--- src/rtl/pipe_control_unit.sv ---
// -----------------------------------------------------------------------------
// cpu_types_pkg + pipe_control_unit
//
// Purpose
//   Decodes the instruction in the decode slot into a 17-bit control word and
//   carries that word, its valid bit and its destination register down a short
//   chain of registered stages (stage 0 = EX). The unit also raises a load-use
//   stall request and a sticky halt flag.
//
// Configuration
//   CU_HALT_DRAIN_EN  defined   : halt rises on the edge where the HALT control
//                                 word leaves the last stage (pipeline drained).
//                     undefined : halt rises on the edge after the HALT control
//                                 word enters stage 0.
//
// Parameters
//   STAGES    number of registered stages after decode, legal 1..4.
//
// Ports
//   CLK       in   1            clock, rising edge
//   nRST      in   1            synchronous active-low reset
//   instr     in   32           decode-slot instruction word
//   en        in   1            pipeline advance enable
//   flush     in   1            squash the decode slot (taken branch/jump)
//   dec_cw    out  17           combinational control word for instr
//   cw_q      out  17*STAGES    registered control words, stage k at [17k+16:17k]
//   vld_q     out  STAGES       per-stage valid bits
//   hz_stall  out  1            load-use stall request to fetch/PC
//   halt      out  1            sticky halt
// -----------------------------------------------------------------------------

package cpu_types_pkg;

  typedef enum logic [5:0] {
    RTYPE = 6'b000000,
    J     = 6'b000010,
    JAL   = 6'b000011,
    BEQ   = 6'b000100,
    BNE   = 6'b000101,
    ADDI  = 6'b001000,
    ADDIU = 6'b001001,
    SLTI  = 6'b001010,
    SLTIU = 6'b001011,
    ANDI  = 6'b001100,
    ORI   = 6'b001101,
    XORI  = 6'b001110,
    LUI   = 6'b001111,
    LW    = 6'b100011,
    SW    = 6'b101011,
    HALT  = 6'b111111
  } opcode_t;

  typedef enum logic [5:0] {
    SLL  = 6'b000000,
    SRL  = 6'b000010,
    JR   = 6'b001000,
    ADD  = 6'b100000,
    ADDU = 6'b100001,
    SUB  = 6'b100010,
    SUBU = 6'b100011,
    AND  = 6'b100100,
    OR   = 6'b100101,
    XOR  = 6'b100110,
    NOR  = 6'b100111,
    SLT  = 6'b101010,
    SLTU = 6'b101011
  } funct_t;

  typedef enum logic [3:0] {
    ALU_SLL  = 4'b0000,
    ALU_SRL  = 4'b0001,
    ALU_ADD  = 4'b0010,
    ALU_SUB  = 4'b0011,
    ALU_AND  = 4'b0100,
    ALU_OR   = 4'b0101,
    ALU_XOR  = 4'b0110,
    ALU_NOR  = 4'b0111,
    ALU_SLT  = 4'b1010,
    ALU_SLTU = 4'b1011
  } aluop_t;

  // Field order is MSB first so the packed value matches the bit layout
  // [16] branch ... [3:0] aluop.
  typedef struct packed {
    logic       branch;
    logic       halt;
    logic [1:0] pc_src;
    logic       dmem_wen;
    logic       dmem_ren;
    logic [1:0] mem_to_reg;
    logic       reg_wen;
    logic [1:0] reg_dest;
    logic       ext_op;
    logic       alu_src;
    aluop_t     aluop;
  } cw_t;

  localparam int CW_W = $bits(cw_t);

  // reg_dest encodings
  localparam logic [1:0] DEST_RD = 2'd0;
  localparam logic [1:0] DEST_RT = 2'd1;
  localparam logic [1:0] DEST_RA = 2'd2;

  // pc_src encodings
  localparam logic [1:0] PC_SEQ = 2'b00;
  localparam logic [1:0] PC_BR  = 2'b01;
  localparam logic [1:0] PC_JMP = 2'b10;
  localparam logic [1:0] PC_JR  = 2'b11;

endpackage

module pipe_control_unit
  import cpu_types_pkg::*;
#(
  parameter int STAGES = 3
) (
  input  logic                     CLK,
  input  logic                     nRST,
  input  logic [31:0]              instr,
  input  logic                     en,
  input  logic                     flush,
  output logic [16:0]              dec_cw,
  output logic [17*STAGES-1:0]     cw_q,
  output logic [STAGES-1:0]        vld_q,
  output logic                     hz_stall,
  output logic                     halt
);

  // ---------------------------------------------------------------------------
  // Instruction fields
  // ---------------------------------------------------------------------------
  opcode_t    opcode;
  funct_t     funct;
  logic [4:0] rs;
  logic [4:0] rt;
  logic [4:0] rd;
  logic       unused_shamt;

  assign opcode       = opcode_t'(instr[31:26]);
  assign rs           = instr[25:21];
  assign rt           = instr[20:16];
  assign rd           = instr[15:11];
  assign funct        = funct_t'(instr[5:0]);
  assign unused_shamt = ^instr[10:6];

  // ---------------------------------------------------------------------------
  // Decode
  // ---------------------------------------------------------------------------
  cw_t        dec;
  logic [4:0] dec_dst;
  logic       reads_rt;

  always_comb begin
    // NOTE: every field gets a default before the case so no path through the
    // decode leaves a field unassigned, which would otherwise infer a latch.
    dec          = '0;
    dec.aluop    = ALU_ADD;
    dec.reg_dest = DEST_RT;
    dec.reg_wen  = 1'b1;

    case (opcode)
      RTYPE: begin
        dec.reg_dest = DEST_RD;
        case (funct)
          SLL:       dec.aluop = ALU_SLL;
          SRL:       dec.aluop = ALU_SRL;
          JR: begin
            dec.reg_wen = 1'b0;
            dec.pc_src  = PC_JR;
          end
          ADD, ADDU: dec.aluop = ALU_ADD;
          SUB, SUBU: dec.aluop = ALU_SUB;
          AND:       dec.aluop = ALU_AND;
          OR:        dec.aluop = ALU_OR;
          XOR:       dec.aluop = ALU_XOR;
          NOR:       dec.aluop = ALU_NOR;
          SLT:       dec.aluop = ALU_SLT;
          SLTU:      dec.aluop = ALU_SLTU;
          default:   dec.aluop = ALU_AND;
        endcase
      end

      ADDI, ADDIU: begin
        dec.alu_src = 1'b1;
        dec.ext_op  = 1'b1;
      end

      SLTI: begin
        dec.aluop   = ALU_SLT;
        dec.alu_src = 1'b1;
        dec.ext_op  = 1'b1;
      end

      SLTIU: begin
        dec.aluop   = ALU_SLTU;
        dec.alu_src = 1'b1;
        dec.ext_op  = 1'b1;
      end

      // Logical immediates are zero-extended.
      ANDI: begin
        dec.aluop   = ALU_AND;
        dec.alu_src = 1'b1;
      end

      ORI: begin
        dec.aluop   = ALU_OR;
        dec.alu_src = 1'b1;
      end

      XORI: begin
        dec.aluop   = ALU_XOR;
        dec.alu_src = 1'b1;
      end

      LUI: begin
        dec.alu_src    = 1'b1;
        dec.mem_to_reg = 2'd2;
      end

      LW: begin
        dec.alu_src    = 1'b1;
        dec.ext_op     = 1'b1;
        dec.mem_to_reg = 2'd1;
        dec.dmem_ren   = 1'b1;
      end

      SW: begin
        dec.alu_src  = 1'b1;
        dec.ext_op   = 1'b1;
        dec.dmem_wen = 1'b1;
        dec.reg_wen  = 1'b0;
      end

      BEQ: begin
        dec.aluop   = ALU_SUB;
        dec.ext_op  = 1'b1;
        dec.pc_src  = PC_BR;
        dec.branch  = 1'b1;
        dec.reg_wen = 1'b0;
      end

      BNE: begin
        dec.aluop   = ALU_SUB;
        dec.ext_op  = 1'b1;
        dec.pc_src  = PC_BR;
        dec.reg_wen = 1'b0;
      end

      J: begin
        dec.pc_src  = PC_JMP;
        dec.reg_wen = 1'b0;
      end

      JAL: begin
        dec.pc_src     = PC_JMP;
        dec.reg_dest   = DEST_RA;
        dec.mem_to_reg = 2'd3;
      end

      HALT: begin
        dec.halt    = 1'b1;
        dec.reg_wen = 1'b0;
      end

      // Unrecognised opcodes must not disturb architectural state.
      default: dec.reg_wen = 1'b0;
    endcase
  end

  // Destination register carried with the control word; 0 means "no write",
  // which also keeps $0 out of the hazard comparison.
  always_comb begin
    dec_dst = 5'd0;
    if (dec.reg_wen) begin
      case (dec.reg_dest)
        DEST_RD: dec_dst = rd;
        DEST_RT: dec_dst = rt;
        DEST_RA: dec_dst = 5'd31;
        default: dec_dst = 5'd0;
      endcase
    end
  end

  // Only these formats read rt as a source; elsewhere rt is a destination.
  always_comb begin
    reads_rt = 1'b0;
    case (opcode)
      RTYPE, BEQ, BNE, SW: reads_rt = 1'b1;
      default:             reads_rt = 1'b0;
    endcase
  end

  assign dec_cw = dec;

  // ---------------------------------------------------------------------------
  // Stage registers
  // ---------------------------------------------------------------------------
  cw_t               cw_r  [STAGES];
  logic [4:0]        dst_r [STAGES];
  logic [STAGES-1:0] vld_r;
  logic              halt_seen;
  logic              halt_r;

  // Load-use: a load sitting in stage 0 whose result the decode slot needs.
  // A flush squashes the decode slot, so there is nothing left to stall.
  assign hz_stall = !flush
                 && vld_r[0]
                 && cw_r[0].dmem_ren
                 && (dst_r[0] != 5'd0)
                 && ((dst_r[0] == rs) || (reads_rt && (dst_r[0] == rt)));

  always_ff @(posedge CLK) begin
    if (!nRST) begin
      // NOTE: these arrays are a few pipeline flops, not a RAM, so clearing
      // them all in reset is cheap and guarantees no stale in-flight work.
      for (int k = 0; k < STAGES; k++) begin
        cw_r[k]  <= '0;
        dst_r[k] <= '0;
      end
      vld_r     <= '0;
      halt_seen <= 1'b0;
      halt_r    <= 1'b0;
    end else begin
      if (en) begin
        // NOTE: non-blocking so each stage captures its predecessor's value
        // from before the edge, independent of statement order.
        for (int k = 1; k < STAGES; k++) begin
          cw_r[k]  <= cw_r[k-1];
          dst_r[k] <= dst_r[k-1];
          vld_r[k] <= vld_r[k-1];
        end

        if (flush || hz_stall || halt_seen) begin
          cw_r[0]  <= '0;
          dst_r[0] <= '0;
          vld_r[0] <= 1'b0;
        end else begin
          cw_r[0]  <= dec;
          dst_r[0] <= dec_dst;
          vld_r[0] <= 1'b1;
          if (dec.halt) begin
            halt_seen <= 1'b1;
          end
        end
      end

`ifdef CU_HALT_DRAIN_EN
      // Halt once the HALT word shifts out of the last stage.
      if (en && vld_r[STAGES-1] && cw_r[STAGES-1].halt) begin
        halt_r <= 1'b1;
      end
`else
      // Halt one edge after the HALT word was accepted into stage 0.
      if (halt_seen) begin
        halt_r <= 1'b1;
      end
`endif
    end
  end

  // ---------------------------------------------------------------------------
  // Outputs
  // ---------------------------------------------------------------------------
  always_comb begin
    cw_q = '0;
    for (int k = 0; k < STAGES; k++) begin
      cw_q[CW_W*k +: CW_W] = cw_r[k];
    end
  end

  assign vld_q = vld_r;
  assign halt  = halt_r;

endmodule

--- config.mk ---
export PLATFORM = sky130hd
export DESIGN_NAME = pipe_control_unit
export DESIGN_NICKNAME = d
export VERILOG_FILES = /design/src/rtl/pipe_control_unit.sv
export SDC_FILE = /design/constraint.sdc
export NUM_CORES = 1
export LEC_CHECK = 0
export CELL_PAD_IN_SITES_DETAIL_PLACEMENT = 1
export CELL_PAD_IN_SITES_GLOBAL_PLACEMENT = 2
export CORE_MARGIN = 5
export CORE_UTILIZATION = 28
export DETAILED_ROUTE_END_ITERATION = 6
export PLACE_DENSITY_LB_ADDON = 0.12
export SLEW_MARGIN = 40
export SYNTH_ARGS = -nofsm -noshare
export SYNTH_HDL_FRONTEND = slang
export SYNTH_SLANG_ARGS = --single-unit
--- constraint.sdc ---
create_clock -name CLK -period 3.5 [get_ports CLK]
set_input_delay 0.525 -clock CLK [delete_from_list [all_inputs] [get_ports CLK]]
set_output_delay 0.525 -clock CLK [all_outputs]
set_load 0.005 [all_outputs]
==> flow_summary.toml, run 1 <==
[clock_tree]
clk_pin_slew_ns = 0.07
cts-resized-gates = 0
clock_sinks = 61
worstSkewPairLatency_ns = 0.33
cts_root_buf = "clkbuf_8"
h-tree-depth = 3
cts_tree = "yes"
clk_path_buf_depth = 2
numCtsBuffers = 9
holdBufCountCts = 0
post_cts_buffers = 0

[critical_path]
cp-start-kind = "input port"
reg2reg_to = "cw_r[0][12]$_SDFFCE_PN0P_"
r2r-start = "dst_r[0][2]$_SDFFCE_PN0P_"
r2r_setup_slack_ns = 1.56
worst_ep_arrival_time_ns = 2.67
worstRegToRegCells = 5
required_ns = 2.97
worstSetupPathType = "input port to output port"
path_max_fanout = 8
worstSetupEndpointType = "output port"

[placement]
dp_hpwl_um = 6380
gp_congestion = 0.784
numPortBuffers = 103

[sta]
whs_ns = 0.473
setup_tns_ns = 0
worst_slew_pin_slew_ns = 0.634
hold_viol_final = 0
setup_viol = 0
drv_slew = 0
fin_crit_sh = 0.913
max_freq_mhz = 313
slew_headroom = 0.576
finClkSkew_ns = 0.00982
rsz0062_at_grt = "false"
fin_crit_ns = 3.20

[yosys]
synth_cells = 257
avgSynthCellArea_um2 = 12.1
ys_seq_elements = 61
synth_area_mm2 = 0.00310
yosys_warnings = 0
async_flop_share = 0
yosys.area_share.simple = 0.228
synth-edff-count = 56
synth-xor-area-share = 0.0282
synth_top_family_by_area = "simple AND/OR/NAND/NOR gates"
yosys_most_used_dff = "edfxtp_1"
synth-adder-area-share = 0
synth_nets = 293
synth_compound_area_frac = 0.107
synthMuxAreaShare = 0.00645
netlist-cell-type-count = 54
ys_seq_area_frac = 0.574

[min_path]
hold_path.startpoint = "halt$_SDFFE_PN0P_"
min_to = "halt$_SDFFE_PN0P_"
hold_class = "register to register"
hold_depth = 1

[finish]
syn2layout_area_growth_pct = 44.1
mostFrequentLayoutCell = "clkdlybuf4s50_1"
diodes = 0
drive_above_1_share = 0.116
fillers = 1191
layout_common_cells = "clkdlybuf4s50_1, edfxtp_1, and3_1, nor2_1, buf_4"
fin_nets = 401

[power]
vdd_drop_max_mv = 0.155
finalPower_mw = 1.75
p_comb_frac = 0.145
power.leakage_nw = 1.76
switching_share = 0.231
p_sw_mw = 0.404
pwr-share-clk = 0.364
power_density_mw_per_mm2 = 391
internal_power_mw = 1.35
seqPwrFrac = 0.491

[die]
row_count = 38
core_area_mm2 = 0.0108
ios = 109
fp.dieArea_mm2 = 0.0133
start_util = 0.286
die_h_um = 115
die_w_um = 115

[grt]
grt_pass1_vias = 2587
grt_usage = 0.132
grt_max_degree = 41
antenna_found_initial = 0
grt_pass1_wl_um = 13700
grt_overflow = 0

[routing]
postRouteAntennaNets = 0
wl_per_cell_um = 16.6
drt_first_pass_iters = 4
drc_errors = 0
drt_wl_total_um = 8460
drt_iter0_drc = 86
vias = 2410
vias_per_cell = 4.73

[outcome]
status = "complete, no violations"

[run]
drv_cap = 0
[registers in the layout (all words and copies together), names as in the netlist]
register and flops:
cw_r 51, dst_r 5, vld_q 3, halt 1, halt_seen 1
[power by group through the flow]
stage / combinational, mW / sequential [mW] / clock (mW)
global route: 0.277 / 0.864 / 0.688
detailed placement: 0.258 / 0.876 / 0
floorplan: 0.0998 / 0.876 / 0
CTS: 0.258 / 0.859 / 0.657
finish: 0.254 / 0.858 / 0.638
global placement: 0.255 / 0.874 / 0
[final cells by class]
type                            instances  area (µm²)  area share
Multi-Input combinational cell        169        1150       0.257
Inverter                                7        26.3     0.00588
Timing Repair Buffer                  117        1140       0.254
Sequential cell                        61        1780       0.398
Clock buffer                           12         155      0.0347
Clock inverter                          4        47.5      0.0106
Tap cell                              140         175      0.0392
[worst max path at each step]
stage / start / to / slack, ns
finish: instr[26] / hz_stall / 0.30
CTS: instr[1] / dec_cw[8] / 0.28
global route: instr[1] / dec_cw[8] / 0.15
detailed placement: instr[1] / dec_cw[8] / 0.28
floorplan: en / cw_r[0][0]$_SDFFCE_PN0P_ / 0.85
global placement: instr[26] / hz_stall / 0.31
[per-layer routing]
layer	up-vias	part of all wire	global-route usage	wire length [µm]
met1	1130	0.48	0.179	4060
met3	8	0.056	0.0358	473
li1	1201	-	-	-
met4	0	0.011	0.0423	90
met2	71	0.45	0.203	3840
met5	-	0	0	0
[critical path: stages]
cell and delay [ns]:
clkdlybuf4s50_1 0.55, buf_4 0.24, a2111oi_0 0.48, o2111a_1 0.27
a41o_1 0.11, clkdlybuf4s50_1 0.50
[cell families after synthesis]
kind of cell    after synthesis
flops                        61
compound gates               42
xor+xnor                     10
buf+inv                      27
mux                           2
simple gates                115
[Yosys cell counts, types with 3 or more instances]
cell type	instances	share of area
nor3b_1	10	0.024
a21oi_1	4	0.0065
dfxtp_1	5	0.032
clkbuf_8	3	0.013
nor2b_1	3	0.0060
o22ai_1	6	0.012
nand3b_1	3	0.0073
nor2_1	22	0.027
inv_1	7	0.0085
a2bb2oi_1	5	0.014
xor2_1	9	0.025
o21ai_0	3	0.0048
clkbuf_1	10	0.012
o21a_1	3	0.0073
edfxtp_1	56	0.54
nand2b_1	4	0.0081
buf_6	5	0.018
nor4_1	11	0.022
and3_1	35	0.071
nand2_1	7	0.0085
nor3_1	4	0.0065
[per-stage QoR]
stage | setup WS, ns | cell area [µm²] | util | std cells
floorplan | 0.851 | 3100 | - | 257
global placement | 0.307 | 4270 | 0.394 | 494
detailed placement | 0.283 | 4270 | 0.394 | 494
CTS | 0.277 | 4470 | 0.413 | 510
global route | 0.155 | 4470 | 0.413 | 510
finish | 0.304 | 4470 | 0.413 | 510
Note: power is estimated with default switching activity, not from simulation.
==> run 2: changes to the inputs <==
--- a/config.mk
+++ b/config.mk
@@ -5,12 +5,13 @@
 export SDC_FILE = /design/constraint.sdc
 export NUM_CORES = 1
 export LEC_CHECK = 0
+export ABC_CLOCK_PERIOD_IN_PS = 3500
 export CELL_PAD_IN_SITES_DETAIL_PLACEMENT = 1
 export CELL_PAD_IN_SITES_GLOBAL_PLACEMENT = 2
 export CORE_MARGIN = 5
 export CORE_UTILIZATION = 28
 export DETAILED_ROUTE_END_ITERATION = 6
-export PLACE_DENSITY_LB_ADDON = 0.12
+export PLACE_DENSITY = 0.87
 export SLEW_MARGIN = 40
 export SYNTH_ARGS = -nofsm -noshare
 export SYNTH_HDL_FRONTEND = slang
==> run 2 against run 1 <==
Net effect:
- global-route usage is 0.47 points lower
- sequential cell count unchanged
- first-iteration DRC count grew 20%
- sequential share of layout area is 0.46 points lower
- sequential power about the same
- final area increased by 1.2%
- routed wire length down 0.14%
- largest power group unchanged
==> flow_summary.toml, run 2 (synthesized netlist as in run 1, its figures left out) <==
[outcome]
status = "complete, no violations"

[clock_tree]
cts_root_buf = "clkbuf_8"
cts_tree = "yes"
clk_path_buf_depth = 2
clk_pin_slew_ns = 0.07
numCtsBuffers = 9
cts-resized-gates = 0
worstSkewPairLatency_ns = 0.33
post_cts_buffers = 0
holdBufCountCts = 0
clock_sinks = 61
h-tree-depth = 3

[min_path]
hold_class = "register to register"

[grt]
grt_pass1_vias = 2494
grt_max_degree = 41
grt_pass1_wl_um = 13200
antenna_found_initial = 0
grt_overflow = 0
grt_usage = 0.127

[sta]
worst_slew_pin_slew_ns = 0.539
max_freq_mhz = 312
finClkSkew_ns = 0.00851
fin_crit_ns = 3.21
drv_slew = 0
rsz0062_at_grt = "false"
setup_viol = 0
hold_viol_final = 0
setup_tns_ns = 0
slew_headroom = 0.631
setup_ws_ns = 0.290
fin_crit_sh = 0.917
whs_ns = 0.465

[power]
power.leakage_nw = 1.78
pwr-share-clk = 0.428
seqPwrFrac = 0.442
finalPower_mw = 1.94
p_sw_mw = 0.414
power_density_mw_per_mm2 = 429
internal_power_mw = 1.53
switching_share = 0.213
p_comb_frac = 0.130
vdd_drop_max_mv = 0.175

[finish]
syn2layout_area_growth_pct = 45.8
fillers = 1195
top_register = "cw_r"
seqCellArea_mm2 = 0.00178
mostFrequentLayoutCell = "clkdlybuf4s50_1"
largest_reg_flops = 51
stdcell_count = 508
layout_common_cells = "clkdlybuf4s50_1, edfxtp_1, and3_1, nor2_1, buf_4"
fin_nets = 399
multi_input_area_mm2 = 0.00115
drive_above_1_share = 0.114
diodes = 0

[placement]
dp_hpwl_um = 6500
numPortBuffers = 103
dp.cells = 492
gp_congestion = 0.840
post-place-ws_ns = 0.278

[die]
ios = 109
core_area_mm2 = 0.0108
start_util = 0.286
die_h_um = 115
fp.dieArea_mm2 = 0.0133
die_w_um = 115
row_count = 38

[routing]
wl_per_cell_um = 16.6
postRouteAntennaNets = 0
vias_per_cell = 4.77
drt_wl_total_um = 8450
drt_iter0_drc = 103
drt_first_pass_iters = 4
drc_errors = 0
vias = 2421

[critical_path]
worstSetupPathType = "input port to output port"
slowest_stage = "or4_4"
cp-start-kind = "input port"
crit_chain = "clkdlybuf4s50_1 -> or4_4 -> a211oi_2 -> a211oi_2 -> inv_1 -> clkdlybuf4s50_1"
cp_top_family = "buffers and inverters"
worst_ep_arrival_time_ns = 2.68
path_max_fanout = 7
required_ns = 2.97
crit_buf_inv = 3
crit_path_max_incr_delay_ns = 0.62
worstSetupEndpointType = "output port"

[run]
drv_cap = 0
==> run 2: cell count changes in the layout (fill, tap and decap cells not counted) <==
cell        change
clkbuf_1        -1
clkbuf_8        -2
inv_6           +1
buf_4           -2
bufinv_16       +3
clkinv_4        +2
clkinv_2        -2
clkinvlp_4      -1
==> run 2: power by group through the flow <==
| stage | clock network, mW | registers, mW | logic, mW |
|---|---|---|---|
| floorplan | 0 | 0.876 | 0.0998 |
| global placement | 0 | 0.874 | 0.249 |
| detailed placement | 0 | 0.876 | 0.256 |
| CTS | 0.848 | 0.860 | 0.257 |
| global route | 0.884 | 0.865 | 0.272 |
| finish | 0.831 | 0.859 | 0.253 |
==> run 2: final cells by class <==
cell class,count,area share
clock inverter,7,0.0324
multi-input combinational,169,0.254
inverter,7,0.00581
sequential,61,0.394
tap,140,0.0387
clock buffer,9,0.0274
timing repair buffer,115,0.248
==> run 2: path summary, 6_finish.rpt <==
check                             from                         to  slack, ns  cells past startpoint
max                          instr[29]                  dec_cw[8]       0.29                      6
min                  halt$_SDFFE_PN0P_          halt$_SDFFE_PN0P_       0.47                      1
max reg2reg  dst_r[0][2]$_SDFFCE_PN0P_  cw_r[0][16]$_SDFFCE_PN0P_       1.64                      5
min reg2reg          halt$_SDFFE_PN0P_          halt$_SDFFE_PN0P_       0.47                      1
==> run 2: stage by stage <==
step | instance area, µm² | utilization
3_3_place_gp | 4250 | 0.392
6_report | 4520 | 0.417
5_1_grt | 4520 | 0.417
4_1_cts | 4520 | 0.417
3_5_place_dp | 4250 | 0.392
2_1_floorplan | 3100 | -
==> run 2: metal layers <==
metal | up-vias | share of wire | track usage
met5 | - | 0 | 0
met4 | 0 | 0.012 | 0.0423
met3 | 6 | 0.053 | 0.0305
met2 | 72 | 0.50 | 0.218
met1 | 1146 | 0.44 | 0.156
li1 | 1197 | - | -
==> run 3: changes to the inputs <==
--- a/config.mk
+++ b/config.mk
@@ -8,7 +8,7 @@
 export ABC_CLOCK_PERIOD_IN_PS = 3500
 export CELL_PAD_IN_SITES_DETAIL_PLACEMENT = 1
 export CELL_PAD_IN_SITES_GLOBAL_PLACEMENT = 2
-export CORE_MARGIN = 5
+export CORE_MARGIN = 2
 export CORE_UTILIZATION = 28
 export DETAILED_ROUTE_END_ITERATION = 6
 export PLACE_DENSITY = 0.87
==> run 3 against run 2 <==
Net effect:
- total power down 12%
- via count up 1.2%
- routed wire length down 1.1%
- clock skew about the same
- final area down 1.6%
- die area down 10%
- largest cell class unchanged
==> flow_summary.toml, run 3 (synthesized netlist as in run 1, its figures left out) <==
[finish]
seqCellArea_mm2 = 0.00178
fin_nets = 400
stdcell_count = 509
fillers = 1190
largest_reg_flops = 51
drive_above_1_share = 0.117
diodes = 0
top_register = "cw_r"
layout_common_cells = "clkdlybuf4s50_1, edfxtp_1, and3_1, nor2_1, buf_4"
syn2layout_area_growth_pct = 43.5
mostFrequentLayoutCell = "clkdlybuf4s50_1"
multi_input_area_mm2 = 0.00115
post-route-util = 0.411

[sta]
fin_crit_ns = 3.20
drv_slew = 0
slew_headroom = 0.626
rsz0062_at_grt = "false"
finClkSkew_ns = 0.00855
setup_viol = 0
fin_crit_sh = 0.914
max_freq_mhz = 313
setup_tns_ns = 0
worst_slew_pin_slew_ns = 0.559
hold_viol_final = 0

[critical_path]
r2r_setup_slack_ns = 1.56
required_ns = 2.97
crit_chain = "clkdlybuf4s50_1 -> nor4b_4 -> a211oi_2 -> a211oi_2 -> inv_1 -> clkdlybuf4s50_1"
cp_top_family = "buffers and inverters"
slowest_stage = "clkdlybuf4s50_1"
worst_ep_arrival_time_ns = 2.67
cp-start-kind = "input port"
crit_path_max_incr_delay_ns = 0.53
path_max_fanout = 7
worstSetupPathType = "input port to output port"
worstSetupEndpointType = "output port"
crit_buf_inv = 3

[outcome]
status = "complete, no violations"

[grt]
grt_max_degree = 41
grt_pass1_vias = 2482
grt_overflow = 0
grt_usage = 0.141
grt_pass1_wl_um = 13000
antenna_found_initial = 0

[die]
core_area_mm2 = 0.0108
row_count = 38
start_util = 0.286
die_h_um = 109
fp.dieArea_mm2 = 0.0119
ios = 109
die_w_um = 109

[clock_tree]
post_cts_buffers = 0
clk_pin_slew_ns = 0.07
cts-resized-gates = 0
worstSkewPairLatency_ns = 0.32
numCtsBuffers = 9
cts_root_buf = "clkbuf_8"
holdBufCountCts = 0
cts_tree = "yes"
clk_path_buf_depth = 2
h-tree-depth = 3
clock_sinks = 61

[routing]
vias_per_cell = 4.81
drt_iter0_drc = 112
drt_wl_total_um = 8350
postRouteAntennaNets = 0
drt_first_pass_iters = 4
wl_per_cell_um = 16.4
vias = 2450
drc_errors = 0

[min_path]
hold_class = "register to register"

[placement]
numPortBuffers = 103
dp.cells = 493
dp_hpwl_um = 6220
gp_congestion = 0.787

[power]
power.leakage_nw = 1.75
power_density_mw_per_mm2 = 385
vdd_drop_max_mv = 0.164

[run]
drv_cap = 0
-- run 3: changes by cell type in the layout (fill, tap and decap cells not counted), sizes merged --
cell      before  now
buf           12   13
bufinv         4    1
clkinv         2    5
clkinvlp       0    1
inv            8    7
-- run 3: final cells by class --
type	count	area share
Clock inverter	7	0.0149
Clock buffer	9	0.0278
Multi-Input combinational cell	169	0.258
Tap cell	140	0.0393
Sequential cell	61	0.400
Timing Repair Buffer	116	0.254
Inverter	7	0.00590
-- run 3: metrics by stage --
| stage | power, mW | instance area [µm²] | setup slack (ns) | hold slack [ns] |
|---|---|---|---|---|
| 2_1_floorplan | 0.976 | 3100 | 0.851 | 0.449 |
| 6_report | 1.71 | 4450 | 0.301 | 0.469 |
| 3_5_place_dp | 1.13 | 4260 | 0.288 | 0.457 |
| 5_1_grt | 1.79 | 4450 | 0.191 | 0.496 |
| 3_3_place_gp | 1.12 | 4260 | 0.343 | 0.452 |
| 4_1_cts | 1.73 | 4450 | 0.285 | 0.474 |
-- run 3: where the power goes --
part	internal (mW)	switching, mW
Sequential	0.837	0.0218
Clock	0.325	0.275
Combinational	0.142	0.111
-- run 3: final timing paths --
| path | startpoint | end | depth (start not counted) |
|---|---|---|---|
| setup / recovery | instr[1] | dec_cw[8] | 6 |
| hold / removal | halt$_SDFFE_PN0P_ | halt$_SDFFE_PN0P_ | 1 |
| setup reg to reg | dst_r[0][2]$_SDFFCE_PN0P_ | cw_r[0][9]$_SDFFCE_PN0P_ | 5 |
| hold reg to reg | halt$_SDFFE_PN0P_ | halt$_SDFFE_PN0P_ | 1 |
-- run 3: routing by layer --
layer / share of wire / up-vias / global-route usage / routed length, µm
li1: - / 1197 / - / -
met1: 0.45 / 1175 / 0.179 / 3790
met2: 0.49 / 68 / 0.236 / 4060
met3: 0.043 / 10 / 0.0221 / 357
met4: 0.017 / 0 / 0.0651 / 146
met5: 0 / - / 0 / 0
